`src/rtl/game_select_ctrl.sv`:
```
// game_select_ctrl
//   Top-level game sequencer. Draws the game selection menu on the 320x240
//   monochrome VGA plane, enables one game at a time, feeds all games a
//   shared 16-bit LFSR seed, routes the running game's pixel colour to the
//   display and returns to the menu when that game raises Quit.
//
//   Optional feature: define GSEL_HISCORE_EN to keep a per-game 10-bit high
//   score. Without it HighScore is tied to 0.
//
// Ports
//   Clock, Reset          system clock, synchronous active-high reset
//   Up/Down/Enter/Esc     raw key levels (already synchronised)
//   VGAx, VGAy            current pixel column / row
//   GameCol[i]            pixel colour produced by game i
//   GameQuit[i]           quit request from game i
//   GameScore[10i+9:10i]  score of game i
//   Enable                one-hot enable of the running game
//   Rand                  free-running 16-bit seed
//   VGAcol                displayed pixel colour, 1 = white
//   Sel                   menu cursor / running game index
//   HighScore             best recorded score of game Sel
module game_select_ctrl #(
  parameter int NGAMES      = 4,
  parameter int BLINK_TICKS = 25000000
) (
  input  logic                   Clock,
  input  logic                   Reset,
  input  logic                   Up,
  input  logic                   Down,
  input  logic                   Enter,
  input  logic                   Esc,
  input  logic [8:0]             VGAx,
  input  logic [7:0]             VGAy,
  input  logic [NGAMES-1:0]      GameCol,
  input  logic [NGAMES-1:0]      GameQuit,
  input  logic [10*NGAMES-1:0]   GameScore,
  output logic [NGAMES-1:0]      Enable,
  output logic [15:0]            Rand,
  output logic                   VGAcol,
  output logic [1:0]             Sel,
  output logic [9:0]             HighScore
);

  localparam logic [1:0] MENU   = 2'd0;
  localparam logic [1:0] LAUNCH = 2'd1;
  localparam logic [1:0] PLAY   = 2'd2;
  localparam logic [1:0] EXIT   = 2'd3;

  localparam int            BW         = (BLINK_TICKS > 1) ? $clog2(BLINK_TICKS) : 1;
  localparam logic [BW-1:0] BLINK_LAST = BW'(BLINK_TICKS - 1);
  localparam logic [1:0]    LAST_SEL   = 2'(NGAMES - 1);

  logic [1:0]    state;
  logic [1:0]    sel;
  logic [2:0]    keys_p0;
  logic [2:0]    press_p1;
  logic [BW-1:0] blink_cnt;
  logic          blink;
  logic          exit_first;
  logic          game_col;
  logic          game_quit;
  logic [9:0]    game_score;
  logic          exit_ok;
  logic          menu_pix;
  logic          up_press;
  logic          down_press;
  logic          enter_press;

  assign Sel = sel;

  // Key edge detection: previous level, then a registered rising-edge pulse
  always_ff @(posedge Clock) begin
    if (Reset) begin
      keys_p0  <= '0;
      press_p1 <= '0;
    end else begin
      keys_p0  <= {Enter, Down, Up};
      press_p1 <= {Enter, Down, Up} & ~keys_p0;
    end
  end

  assign up_press    = press_p1[0];
  assign down_press  = press_p1[1];
  assign enter_press = press_p1[2];

  // Signals of the currently selected game
  always_comb begin
    game_col   = 1'b0;
    game_quit  = 1'b0;
    game_score = '0;
    for (int i = 0; i < NGAMES; i++) begin
      if (sel == i[1:0]) begin
        game_col   = GameCol[i];
        game_quit  = GameQuit[i];
        game_score = GameScore[10*i +: 10];
      end
    end
  end

  assign exit_ok = !game_quit && !Enter && !Esc;

  // Sequencer
  always_ff @(posedge Clock) begin
    if (Reset) begin
      state      <= MENU;
      sel        <= 2'd0;
      exit_first <= 1'b0;
    end else begin
      exit_first <= 1'b0;
      case (state)
        MENU: begin
          if (enter_press) begin
            state <= LAUNCH;
          end
          if (up_press && !down_press) begin
            sel <= (sel == 2'd0) ? LAST_SEL : sel - 2'd1;
          end else if (down_press && !up_press) begin
            sel <= (sel == LAST_SEL) ? 2'd0 : sel + 2'd1;
          end
        end
        LAUNCH: state <= PLAY;
        PLAY: begin
          if (game_quit) begin
            state      <= EXIT;
            exit_first <= 1'b1;
          end
        end
        default: begin
          if (exit_ok) begin
            state <= MENU;
          end
        end
      endcase
    end
  end

  always_comb begin
    Enable = '0;
    if (state == PLAY) begin
      for (int i = 0; i < NGAMES; i++) begin
        Enable[i] = (sel == i[1:0]);
      end
    end
  end

  // Seed LFSR: x^16 + x^14 + x^13 + x^11 + 1, maximal length, never zero
  always_ff @(posedge Clock) begin
    if (Reset) begin
      Rand <= 16'hACE1;
    end else begin
      Rand <= {Rand[14:0], Rand[15] ^ Rand[13] ^ Rand[12] ^ Rand[10]};
    end
  end

  // Cursor blink; restarts visible-dark on every return to the menu
  always_ff @(posedge Clock) begin
    if (Reset || (state == EXIT && exit_ok)) begin
      blink_cnt <= '0;
      blink     <= 1'b1;
    end else if (blink_cnt == BLINK_LAST) begin
      blink_cnt <= '0;
      blink     <= ~blink;
    end else begin
      blink_cnt <= blink_cnt + 1'b1;
    end
  end

  // Menu tiles: 56x56 squares at x = 32 + 72i, y = 92, with a 2 px border
  always_comb begin
    int px;
    int py;
    int x0;
    menu_pix = 1'b1;
    px = int'(VGAx);
    py = int'(VGAy);
    for (int i = 0; i < NGAMES; i++) begin
      x0 = 32 + 72 * i;
      if (px >= x0 && px < x0 + 56 && py >= 92 && py < 148) begin
        if (px < x0 + 2 || px >= x0 + 54 || py < 94 || py >= 146) begin
          menu_pix = 1'b0;
        end else begin
          menu_pix = !((sel == i[1:0]) && blink);
        end
      end
    end
  end

  assign VGAcol = (state == PLAY) ? game_col : menu_pix;

`ifdef GSEL_HISCORE_EN
  logic [9:0] score_p1;
  logic [9:0] hiscore [NGAMES];
  logic [9:0] hiscore_sel;

  // Score captured as the game quits
  always_ff @(posedge Clock) begin
    if (state == PLAY && game_quit) begin
      score_p1 <= game_score;
    end
  end

  always_comb begin
    hiscore_sel = '0;
    for (int i = 0; i < NGAMES; i++) begin
      if (sel == i[1:0]) begin
        hiscore_sel = hiscore[i];
      end
    end
  end

  // Update in the first EXIT cycle
  always_ff @(posedge Clock) begin
    if (Reset) begin
      for (int i = 0; i < NGAMES; i++) begin
        hiscore[i] <= '0;
      end
    end else if (exit_first && (score_p1 > hiscore_sel)) begin
      for (int i = 0; i < NGAMES; i++) begin
        if (sel == i[1:0]) begin
          hiscore[i] <= score_p1;
        end
      end
    end
  end

  assign HighScore = hiscore_sel;
`else
  logic score_unused;
  assign score_unused = ^{game_score, exit_first};
  assign HighScore    = '0;
`endif

endmodule

```
`config.mk`:
```
export PLATFORM = sky130hd
export DESIGN_NAME = game_select_ctrl
export DESIGN_NICKNAME = d
export VERILOG_FILES = /design/src/rtl/game_select_ctrl.sv
export SDC_FILE = /design/constraint.sdc
export NUM_CORES = 1
export LEC_CHECK = 0
export ABC_CLOCK_PERIOD_IN_PS = 5500
export BUFFER_PORTS_ARGS = -buffer_cell sky130_fd_sc_hd__buf_4
export CORE_UTILIZATION = 52
export DETAILED_ROUTE_END_ITERATION = 10
export PLACE_DENSITY = 0.95
export SLEW_MARGIN = 20
export SYNTH_ARGS = -nofsm -noshare
export SYNTH_HDL_FRONTEND = slang
export SYNTH_SLANG_ARGS = --single-unit
```
`constraint.sdc`:
```
create_clock -name Clock -period 5.5 [get_ports Clock]
set_input_delay 0.55 -clock Clock [delete_from_list [all_inputs] [get_ports Clock]]
set_output_delay 0.55 -clock Clock [all_outputs]
set_load 0.005 [all_outputs]
```
After elaboration in Yosys (flattened, before gate mapping) --
Cells that the tools add are included.
Word-level totals: register bits after elaboration 52, output and inout port bits 33
Cells by class: bitwise logic cells 6, multiplexer cells 26, reductions and logical operators 50, $add $sub $neg 3, order comparisons 20, equality and inequality tests 9
Operators by type and width (number):
- $ge A9 B8 Y1 const B | 4
- $lt A9 B8 Y1 const B | 4
- $add A25 B1 Y25 const B | 1
- $eq A25 B25 Y1 const B | 1
- $logic_and A1 B1 Y1 | 21
- $ge A9 B7 Y1 const B | 2
- $lt A9 B7 Y1 const B | 2
- $mux W1 | 17
- $mux W2 | 7
- $logic_or A1 B1 Y1 | 13
- $ge A9 B6 Y1 const B | 1
- $ge A9 B9 Y1 const B | 1
- $logic_not A1 Y1 | 9
- $lt A9 B6 Y1 const B | 1
- $lt A9 B9 Y1 const B | 1
- $eq A2 B2 Y1 const B | 4
- $ge A8 B7 Y1 const B | 1
- $ge A8 B8 Y1 const B | 1
- $lt A8 B7 Y1 const B | 1
- $lt A8 B8 Y1 const B | 1
- $pmux W2 S3 | 1
- $eq A2 B1 Y1 const B | 2
- $logic_not A2 Y1 | 2
- $mux W4 | 1
- 12 further kinds | 15

Depth between registers and ports, before layout --
Gate-level depths: netlist of run 1.
depth in word-level cells 11, depth in mapped cells 10, depth with buffers taken out 8

Least setup slack after synthesis of run 1 --
No wires, ideal clock.
kind input -> output, start point input port VGAx[3], end point output port VGAcol, data required time 4.950 ns, arrival time 1.765 ns, stages 7, slack 3.185 ns, path through clkbuf_1 and4_1 a221oi_1 o221a_2 a211oi_1 o31a_1 o21ai_1
Between the ends: longest elaborated chain between the ends 10, elaborated cells between the ends (all ways) 49, classes of those cells order compare (16); mux (9); reduce/logical (24)
Ends and longest elaborated chain:
- from (decl) | RTL line 32 | input logic [8:0] VGAx,
- $lt A9 B6 Y1 or $ge A9 B7 Y1 (tied branches) | RTL line 179 | if (px < x0 + 2 || px >= x0 + 54 || py < 94 || py >= 146) begin
- $logic_or A1 B1 Y1 (3 in a row) | RTL line 179
- $mux W1 | RTL line 179
- $mux W1 (3 in a row) | RTL line 178 | if (px >= x0 && px < x0 + 56 && py >= 92 && py < 148) begin
- $mux W1 (*) | RTL line 178
- $mux W1 (*) | RTL line 188 | assign VGAcol = (state == PLAY) ? game_col : menu_pix;
- to (decl) | RTL line 39 | output logic VGAcol,
Mark *: on every way between the ends. The rest lies on a longest branch, timed or not.

Worst setup path after layout of run 1 --
start point register sel[0] (netlist: Sel[0]), end point register blink_cnt[2]
Between the ends: longest elaborated chain between the ends 11, elaborated cells between the ends (all ways) 14, classes of those cells eq/ne (3); mux (4); reduce/logical (7)
Ends and longest elaborated chain:
- from (decl) | RTL line 54 | logic [1:0] sel;
- from (signal assigned) | RTL line 116 | sel <= (sel == 2'd0) ? LAST_SEL : sel - 2'd1;
- from (signal assigned) | RTL line 118 | sel <= (sel == LAST_SEL) ? 2'd0 : sel + 2'd1;
- $logic_not A2 Y1 | RTL line 92 | if (sel == i[1:0]) begin
- $mux W1 (3 in a row) | RTL line 92
- $mux W1 (*) | RTL line 92
- $logic_not A1 Y1 (*) | RTL line 100 | assign exit_ok = !game_quit && !Enter && !Esc;
- $logic_and A1 B1 Y1 (*) (2 in a row) | RTL line 100
- $logic_and A1 B1 Y1 (*) | RTL line 157 | if (Reset || (state == EXIT && exit_ok)) begin
- $logic_or A1 B1 Y1 (*) | RTL line 157
- $reduce_or A2 Y1 (no source line) (*)
- to (signal assigned) | RTL line 164 | blink_cnt <= blink_cnt + 1'b1;
- to (decl) | RTL line 57 | logic [BW-1:0] blink_cnt;
Marks and branches as above. A chain may end at the register's enable or synchronous reset.

==> results of run 1 <==
final cells by class:
cell class / instances / area (um2) / share of cell area [%]
Multi-Input combinational cell: 224 / 1410 / 46.5
Sequential cell: 52 / 1040 / 34.4
Timing Repair Buffer: 51 / 383 / 12.7
Tap cell: 67 / 83.8 / 2.77
Clock buffer: 5 / 68.8 / 2.27
Inverter: 8 / 30.0 / 0.993
Clock inverter: 2 / 12.5 / 0.414
how the worst max path moves through the flow:
stage / startpoint / end / slack [ps]
2_1_floorplan: VGAx[3] / VGAcol / 3190
3_3_place_gp: Sel[0] / blink_cnt[4] / 2980
3_5_place_dp: Sel[0] / blink_cnt[21] / 2820
4_1_cts: Sel[0] / blink_cnt[21] / 2790
5_1_grt: Sel[0] / blink_cnt[21] / 2520
6_report: Sel[0] / blink_cnt[2] / 2750
cells by family (layout without fill, tap and decap cells):
logic type / after synthesis / count (layout) / share of synthesized area, %
simple gates: 133 / 133 / 26.5
fa+ha+maj: 10 / 10 / 4.83
other cells: 1 / 10 / 0.145
mux: 3 / 3 / 1.16
xor+xnor: 28 / 28 / 9.47
buf+inv: 29 / 66 / 6.81
flops: 52 / 52 / 40.2
compound gates: 40 / 40 / 10.9
cell usage in the layout (no fill, tap or decap), types with 2 or more instances in the layout:
cell type and instances:
nor2_1 38, a2111oi_0 2, and3_1 11, nor3_1 4, buf_4 51, o21ai_0 6, conb_1 10, a211oi_1 3
and2_1 5, mux2i_1 3, nand4b_1 2, o21ai_1 2, nor4_1 3, ha_1 10, nand2_1 19, dfxtp_1 52
clkbuf_8 5, a311oi_1 2, nand2b_1 5, nor2b_1 17, nand3_1 14, xor2_1 17, and4_1 4, a21oi_1 11
inv_1 8, or2_2 7, xnor2_1 11
per-layer routing:
metal | wire [um] | track usage, % | vias to the layer above
met5 | 0 | 0 | -
met4 | 23 | 5.88 | 0
met3 | 369 | 5.25 | 4
met2 | 2600 | 35.5 | 76
met1 | 2220 | 24.4 | 980
li1 | - | - | 1080
metrics by stage:
step | total power (W) | instance area (um2) | cells | setup slack, ps
2_1_floorplan | 0.000566 | 2620 | 305 | 3190
3_3_place_gp | 0.000618 | 2940 | 402 | 2980
3_5_place_dp | 0.000634 | 2940 | 402 | 2820
4_1_cts | 0.000834 | 3030 | 409 | 2790
5_1_grt | 0.000874 | 3030 | 409 | 2520
6_report | 0.000830 | 3030 | 409 | 2750
power by group through the flow:
stage | clock network, W | registers [W] | logic [W]
after floorplan | 0 | 0.000423 | 0.000143
after global placement | 0 | 0.000423 | 0.000195
after detailed placement | 0 | 0.000425 | 0.000209
after CTS | 0.000205 | 0.000416 | 0.000212
after global routing | 0.000217 | 0.000419 | 0.000238
final | 0.000201 | 0.000416 | 0.000212
flip-flops by register name, indices dropped and copies added (netlist names):
register	flops
Rand	16
Sel	2
blink	1
blink_cnt	25
keys_p0	3
press_p1	3
state	2
critical path, cell delays in order (launching register included):
cell	delay [ps]
dfxtp_1	440
inv_1	100
ha_1	270
and3b_1	210
a2111oi_2	410
or2_1	210
a31oi_1	130
nand2b_1	680
nor2_1	130
==> out/metrics.csv, run 1 <==
metric;value;unit
status;finished, final reports clean;
p_sw;0.000242;W
vias_per_cell;5.23;
hold_depth;1;
start_kind;flip-flop;
path_clk_slew;90;ps
async_flop_share;0;%
drive_gt1_share;19.9;%
hpwl;3770;um
p_comb_share;25.6;%
required;5650;ps
hold_ws;395;ps
cts_buffers;5;
ir_drop;0.000239;V
ys_warn_count;0;
grt_max_degree;26;
core;0.00475;mm2
grt_pass1_wl;8470;um
cts_root_buffer;clkbuf_8;
cts_sinks;52;
drv_cap;0;
relSlewSlack;37.8;%
synth_edf_count;0;
ctsResizeCount;0;
initial_core_util;54.5;%
r2r-start;Sel[0];
hold_viol;0;
reg2regPathDepth;8;
worst-path-max-fanout;25;
synth_top_cell_by_area;dfxtp_1;
arrival;2890;ps
netlist_area;0.00259;mm2
grtUsageTotal;20.2;%
fin_util;63.6;%
holdBufCountCts;0;
ys_seq_area_share;40.2;%
syn_inst;296;
setup_tns;0;ps
swShare;29.2;%
nets;423;
power.internal;0.000588;W
ant_nets;0;
io_buffers;51;
die-area;0.00527;mm2
tightestPinTransition;933;ps
yosys_most_used_dff;dfxtp_1;
crit_path_end_kind;flip-flop;
reg2reg_to;blink_cnt[2];
die_height;72.6;um
syn_area_per_cell;8.75;um2
drv_slew;0;
power_density;274;mW/mm2
rows;25;
drc;0;
area_growth_syn_to_layout;16.8;%
wl_per_cell;12.7;um
firstDrtPassIters;4;
holdCritPathClass;reg2reg;
synth_most_common_cell;dfxtp_1;
grt.overflow.total;0;
num-fill-cells;401;
setup_violations;0;
globalplace.congestion;0.860;
synth_common_cells;dfxtp_1 (52), nor2_1 (38), nand2_1 (19);
r2r_slack;2750;ps
io_pins;104;
ys_types;47;
rsz0062_at_grt;false;
max_clock_freq;364;MHz
path_class;reg2reg;
leakagePower;1.27;nW
fin_crit;2750;ps
antenna_found_initial;0;
grt_pass1_vias;2025;
fin_crit_sh;49.9;%
postCtsSetupBuffers;0;
synth_top_cell_area_share;40.2;%
ys_seq_elements;52;
clockBufferDepth;2;
worstHoldStart;keys_p0[1];
die_w;72.6;um
h-tree-depth;2;
cts_tree;done;
seqPwrFrac;50.1;%
vias;2140;
synth_area_leaders;dfxtp_1 (40%), xor2_1 (5.7%), nor2_1 (5.5%), ha_1 (4.8%), nor2b_1 (4.1%);
clk-insertion-delay-late;300;ps
routed_wl;5210;um
whs_endpoint;press_p1[1];
drt_iter0_markers;89;
p_clk_share;24.3;%
skew;5.53;ps
insertedDiodeCount;0;
Power figures use the tool's default switching activity.
==> run 2: changes to the inputs <==
--- a/config.mk
+++ b/config.mk
@@ -5,11 +5,12 @@
 export SDC_FILE = /design/constraint.sdc
 export NUM_CORES = 1
 export LEC_CHECK = 0
-export ABC_CLOCK_PERIOD_IN_PS = 5500
+export ABC_AREA = 1
+export ABC_CLOCK_PERIOD_IN_PS = 2850
 export BUFFER_PORTS_ARGS = -buffer_cell sky130_fd_sc_hd__buf_4
-export CORE_UTILIZATION = 52
+export CORE_UTILIZATION = 50
 export DETAILED_ROUTE_END_ITERATION = 10
-export PLACE_DENSITY = 0.95
+export PLACE_DENSITY = 0.91
 export SLEW_MARGIN = 20
 export SYNTH_ARGS = -nofsm -noshare
 export SYNTH_HDL_FRONTEND = slang
==> constraint.sdc (replaced) <==
create_clock -name Clock -period 2.85 [get_ports Clock]
set_input_delay 0.285 -clock Clock [delete_from_list [all_inputs] [get_ports Clock]]
set_output_delay 0.285 -clock Clock [all_outputs]
set_load 0.005 [all_outputs]
==> run 2 against run 1 <==
  * Register-to-register slack got worse by 1900 ps
  * Hold slack got worse by 190 ps
  * Critical endpoint is now VGAcol
  * Critical path type is now reg2out
  * Wire length increased by 16%
  * Area after synthesis increased by 14%
  * Cell count increased by 29%
==> out/metrics.csv, run 2 <==
metric;value;unit
async_flop_share;0;%
area.sequential;0.00104;mm2
final_common_cell;nand2_1;
synth_edf_count;0;
reg_top3;blink_cnt (25), Rand (16);
setup_tns;0;ps
max_clock_freq;465;MHz
path_clk_slew;100;ps
h-tree-depth;2;
grtUsageTotal;20.1;%
globalplace.congestion;0.897;
clk-insertion-delay-late;310;ps
ys_types;38;
cts_root_buffer;clkbuf_8;
cts_sinks;52;
synth_top_cell_by_area;dfxtp_1;
status;finished, final reports clean;
syn_area_per_cell;7.26;um2
drt_iter0_markers;154;
ir_drop;0.000423;V
drc;0;
vias;2569;
worst-path-max-fanout;5;
syn_inst;406;
rows;27;
arrival;1860;ps
holdCritPathClass;in2reg;
cts_tree;done;
drive_gt1_share;24.5;%
clockBufferDepth;2;
synth_top_cell_area_share;35.3;%
holdBufCountCts;0;
crit_slowest_cell;dfxtp_1;
hold_viol;0;
synth_area_leaders;dfxtp_1 (35%), nand2_1 (9.2%), inv_1 (8.1%), nor2_1 (5.9%), xor2_1 (5.6%);
dp.cells;521;
start_kind;flip-flop;
setup_violations;0;
cp_cell_sequence;inv_1, ha_1, a21oi_1, nand3_1, nand2_1, nand2_1, nand2_1, nand2_1, nand2_1, nand2_1, nand2_1, buf_4;
postCtsSetupBuffers;0;
layout.cells.non_filler;529;
synth_common_cells;nand2_1 (72), inv_1 (64), dfxtp_1 (52);
firstDrtPassIters;4;
path_class;reg2out;
skew;12.8;ps
grt_max_degree;27;
rsz0062_at_grt;false;
insertedDiodeCount;0;
fin_crit;2150;ps
most-common-layout-cells;nand2_1 (72), inv_1 (64), dfxtp_1 (52);
ys_warn_count;0;
slowest_delay;430;ps
required;2570;ps
nets;537;
hpwl;4670;um
vias_per_cell;4.86;
grt_pass1_wl;10000;um
crit_path_end_kind;output port;
power_density;484;mW/mm2
timing.critical_path.mode_cell;nand2_1;
leakagePower;1.59;nW
io_buffers;51;
cts_buffers;5;
ys_seq_area_share;35.3;%
core;0.00561;mm2
grt.overflow.total;0;
die_w;78.8;um
area_growth_syn_to_layout;15.8;%
die-area;0.00621;mm2
ys_seq_elements;52;
ctsResizeCount;0;
multiInputGateArea;0.00155;mm2
drv_cap;0;
wl_per_cell;11.4;um
drv_slew;0;
yosys_most_used_dff;dfxtp_1;
routed_wl;6030;um
num-fill-cells;464;
synth_most_common_cell;nand2_1;
initial_core_util;52.6;%
largest-register;blink_cnt;
fin_crit_sh;75.4;%
die_height;78.8;um
grt_pass1_vias;2431;
antenna_found_initial;0;
netlist_area;0.00295;mm2
io_pins;104;
ant_nets;0;
largest_register_ffs;25;
-- run 2: cells by family after synthesis --
group / synth area share (%)
AO/OA/AOI/OAI: 6.53
adder cells (fa/ha/maj): 4.24
flip-flops: 35.3
buffers and inverters: 13.2
other: 0.127
XOR/XNOR: 7.13
AND/OR/NAND/NOR: 33.4
-- run 2: critical path: cells and delay by family, from the launching register on --
kind            cells  cell delay (ps)
compound gates      1              160
fa+ha+maj           1              280
buf+inv             2              220
flops               1              430
simple gates        8              460
-- run 2: through the flow --
step / area (um2) / setup slack (ps) / hold WS, ps / utilization, % / total power (W)
3_3_place_gp: 3320 / 948 / 377 / 59.2 / 0.00120
6_report: 3420 / 701 / 200 / 60.9 / 0.00165
3_5_place_dp: 3320 / 848 / 391 / 59.2 / 0.00123
2_1_floorplan: 2980 / 1210 / 374 / - / 0.00110
4_1_cts: 3420 / 727 / 202 / 60.9 / 0.00166
5_1_grt: 3420 / 592 / 202 / 60.9 / 0.00175
-- run 2: area by class of cell --
cell class              instances  share of cell area, %
clock buffers                   5                   2.01
clock inverters                 3                  0.769
inverters                      68                   7.47
multi-input cells             278                   45.4
flip-flops and latches         52                   30.5
well taps                      72                   2.64
repair buffers                 51                   11.2
-- run 2: path summary, 6_finish.rpt --
kind,from,end,cells after the start,slack (ps)
worst max-delay path,Sel[0],VGAcol,12,700
worst min register to register,keys_p0[2],press_p1[2],1,400
worst max register to register,Sel[0],blink_cnt[18],10,810
worst min-delay path,Down,keys_p0[1],3,200
-- run 2: report_power, final --
part	switching (W)	internal, W	total [W]
combinational	0.000226	0.000187	0.000413
sequential	0.0000365	0.000768	0.000805
clock	0.000256	0.000179	0.000435
total	0.000518	0.00113	0.00165
-- run 2: metal layers --
layer / GRT usage [%] / wire, um
met2: 39.0 / 3030
met5: 0 / 0
met3: 3.22 / 329
met1: 22.0 / 2590
met4: 6.30 / 78
==> run 3: changes to the inputs <==
--- a/config.mk
+++ b/config.mk
@@ -6,11 +6,11 @@
 export NUM_CORES = 1
 export LEC_CHECK = 0
 export ABC_AREA = 1
-export ABC_CLOCK_PERIOD_IN_PS = 2850
+export ABC_CLOCK_PERIOD_IN_PS = 1750
 export BUFFER_PORTS_ARGS = -buffer_cell sky130_fd_sc_hd__buf_4
-export CORE_UTILIZATION = 50
+export CORE_UTILIZATION = 45
 export DETAILED_ROUTE_END_ITERATION = 10
-export PLACE_DENSITY = 0.91
+export PLACE_DENSITY = 0.87
 export SLEW_MARGIN = 20
 export SYNTH_ARGS = -nofsm -noshare
 export SYNTH_HDL_FRONTEND = slang
==> constraint.sdc (replaced) <==
create_clock -name Clock -period 1.75 [get_ports Clock]
set_input_delay 0.175 -clock Clock [delete_from_list [all_inputs] [get_ports Clock]]
set_output_delay 0.175 -clock Clock [all_outputs]
set_load 0.005 [all_outputs]
==> run 3 against run 2 <==
  * The flow now finishes with violations (negative setup slack)
  * Sequential power grew 64%
  * Flip-flop and latch count is the same
  * Register-to-register slack lost 900 ps
  * Cell count grew 3.6%
  * Sequential share of layout area shrank 1.7 points
  * Clock power grew 54%
  * Wire length grew 13%
  * Hold slack lost 110 ps
  * Non-clock buffer count grew 14
  * Via count grew 6.7%
  * Largest cell class unchanged
==> out/metrics.csv, run 3 (synthesized netlist as in run 2, its figures left out) <==
metric;value;unit
h-tree-depth;2;
vias_per_cell;5.00;
reg_top3;blink_cnt (25), Rand (16);
die_w;83.0;um
firstDrtPassIters;4;
hpwl;4630;um
drc;0;
drv_slew;0;
required;1570;ps
fin_crit_sh;107;%
cts_tree;done;
worst-path-max-fanout;4;
largest-register;blink_cnt;
die_height;83.0;um
path_class;reg2out;
start_kind;flip-flop;
routed_wl;6830;um
crit_path_end_kind;output port;
hold_viol;0;
timing.critical_path.mode_cell;nand2_1;
p_sw;0.000882;W
violations;negative setup slack;
most-common-layout-cells;nand2_1 (72), inv_1 (61), buf_4 (60);
rows;29;
initial_core_util;46.4;%
clk-insertion-delay-late;310;ps
area_growth_syn_to_layout;23.7;%
cp_cell_sequence;buf_6, ha_4, buf_4, a21oi_1, nand2_1, o21ai_0, nand2_1, o211ai_1, nand2_1, buf_4;
ir_drop;0.000753;V
grtUsageTotal;19.2;%
leakagePower;1.69;nW
holdCritPathClass;in2reg;
p_clk_share;23.7;%
largest_register_ffs;25;
arrival;1700;ps
holdBufCountCts;0;
skew;12.5;ps
final_common_cell;nand2_1;
num-fill-cells;557;
ant_nets;0;
io_pins;104;
grt_pass1_wl;11000;um
path_clk_slew;90;ps
vias;2740;
drv_cap;0;
io_buffers;51;
fin_ws;-127;ps
fin_util;57.4;%
crit_slowest_cell;dfxtp_4;
setup_violations;26;
rsz0062_at_grt;true;
p_comb_share;29.6;%
swShare;31.2;%
multiInputGateArea;0.00160;mm2
max_clock_freq;533;MHz
core;0.00635;mm2
cts_buffers;5;
grt_max_degree;27;
wl_per_cell;12.5;um
drt_iter0_markers;114;
critPathBufInv;3;
seqPwrFrac;46.7;%
insertedDiodeCount;0;
fin_crit;1880;ps
critical-path-top-delay-family;buffers and inverters;
antenna_found_initial;0;
grt.overflow.total;0;
drive_gt1_share;29.1;%
power_density;775;mW/mm2
die-area;0.00688;mm2
status;finished with violations;
nets;551;
p_total;0.00283;W
globalplace.congestion;0.880;
cts_sinks;52;
slowest_delay;370;ps
grt_pass1_vias;2645;
area.sequential;0.00105;mm2
cts_root_buffer;clkbuf_8;
power.internal;0.00194;W
clockBufferDepth;2;
run 3: timing repair:
item                                   in CTS  in global routing
endpoints found under the hold margin       0                  0
gates cloned                                0                  2
pin swaps                                   8                  6
setup endpoints to repair                  24                 26
gates resized for setup                    15                  4
buffers inserted                            3                  2
run 3: tightest hold or removal path: stages:
cell and delay, ps:
buf_4 80, inv_1 40, nor2_1 70
run 3: path summary, 6_finish.rpt:
kind / depth (start not counted) / start / slack (ps) / to
worst max-delay path: 10 / Sel[0] / -130 / VGAcol
worst min-delay path: 3 / Up / 90 / keys_p0[0]
worst max register to register: 12 / Sel[0] / -90 / blink_cnt[8]
worst min register to register: 1 / keys_p0[0] / 390 / press_p1[0]
run 3: final cells by class:
type | count | area share [%]
Timing Repair Buffer | 65 | 15.1
Sequential cell | 52 | 28.7
Multi-Input combinational cell | 278 | 44.0
Clock inverter | 2 | 0.446
Tap cell | 77 | 2.64
Inverter | 68 | 7.07
Clock buffer | 6 | 1.99
run 3: power groups by stage:
stage / sequential (W) / clock (W) / combinational, W
2_1_floorplan: 0.00133 / 0 / 0.000465
3_3_place_gp: 0.00132 / 0 / 0.000682
3_5_place_dp: 0.00133 / 0 / 0.000722
4_1_cts: 0.00132 / 0.000695 / 0.000789
5_1_grt: 0.00133 / 0.000743 / 0.000925
6_report: 0.00132 / 0.000671 / 0.000837
run 3: metal layers:
metal  GRT usage, %  vias up  routed length [um]
met5              0        -                   0
met4           8.31        0                 131
met3           2.49       18                 334
met2           35.5       93                3530
met1           21.9     1267                2830
li1               -     1362                   -
run 3: metrics by stage:
step	std cells	setup WS [ps]	TNS (ps)	hold WS (ps)	cell area, um2
global route	548	-257	-3750	109	3650
CTS	544	-107	-107	83.6	3570
detailed placement	534	-7.48	-9.47	382	3410
finish	548	-127	-1590	94.7	3650
global placement	534	56.2	0	380	3410
floorplan	415	107	0	300	2980
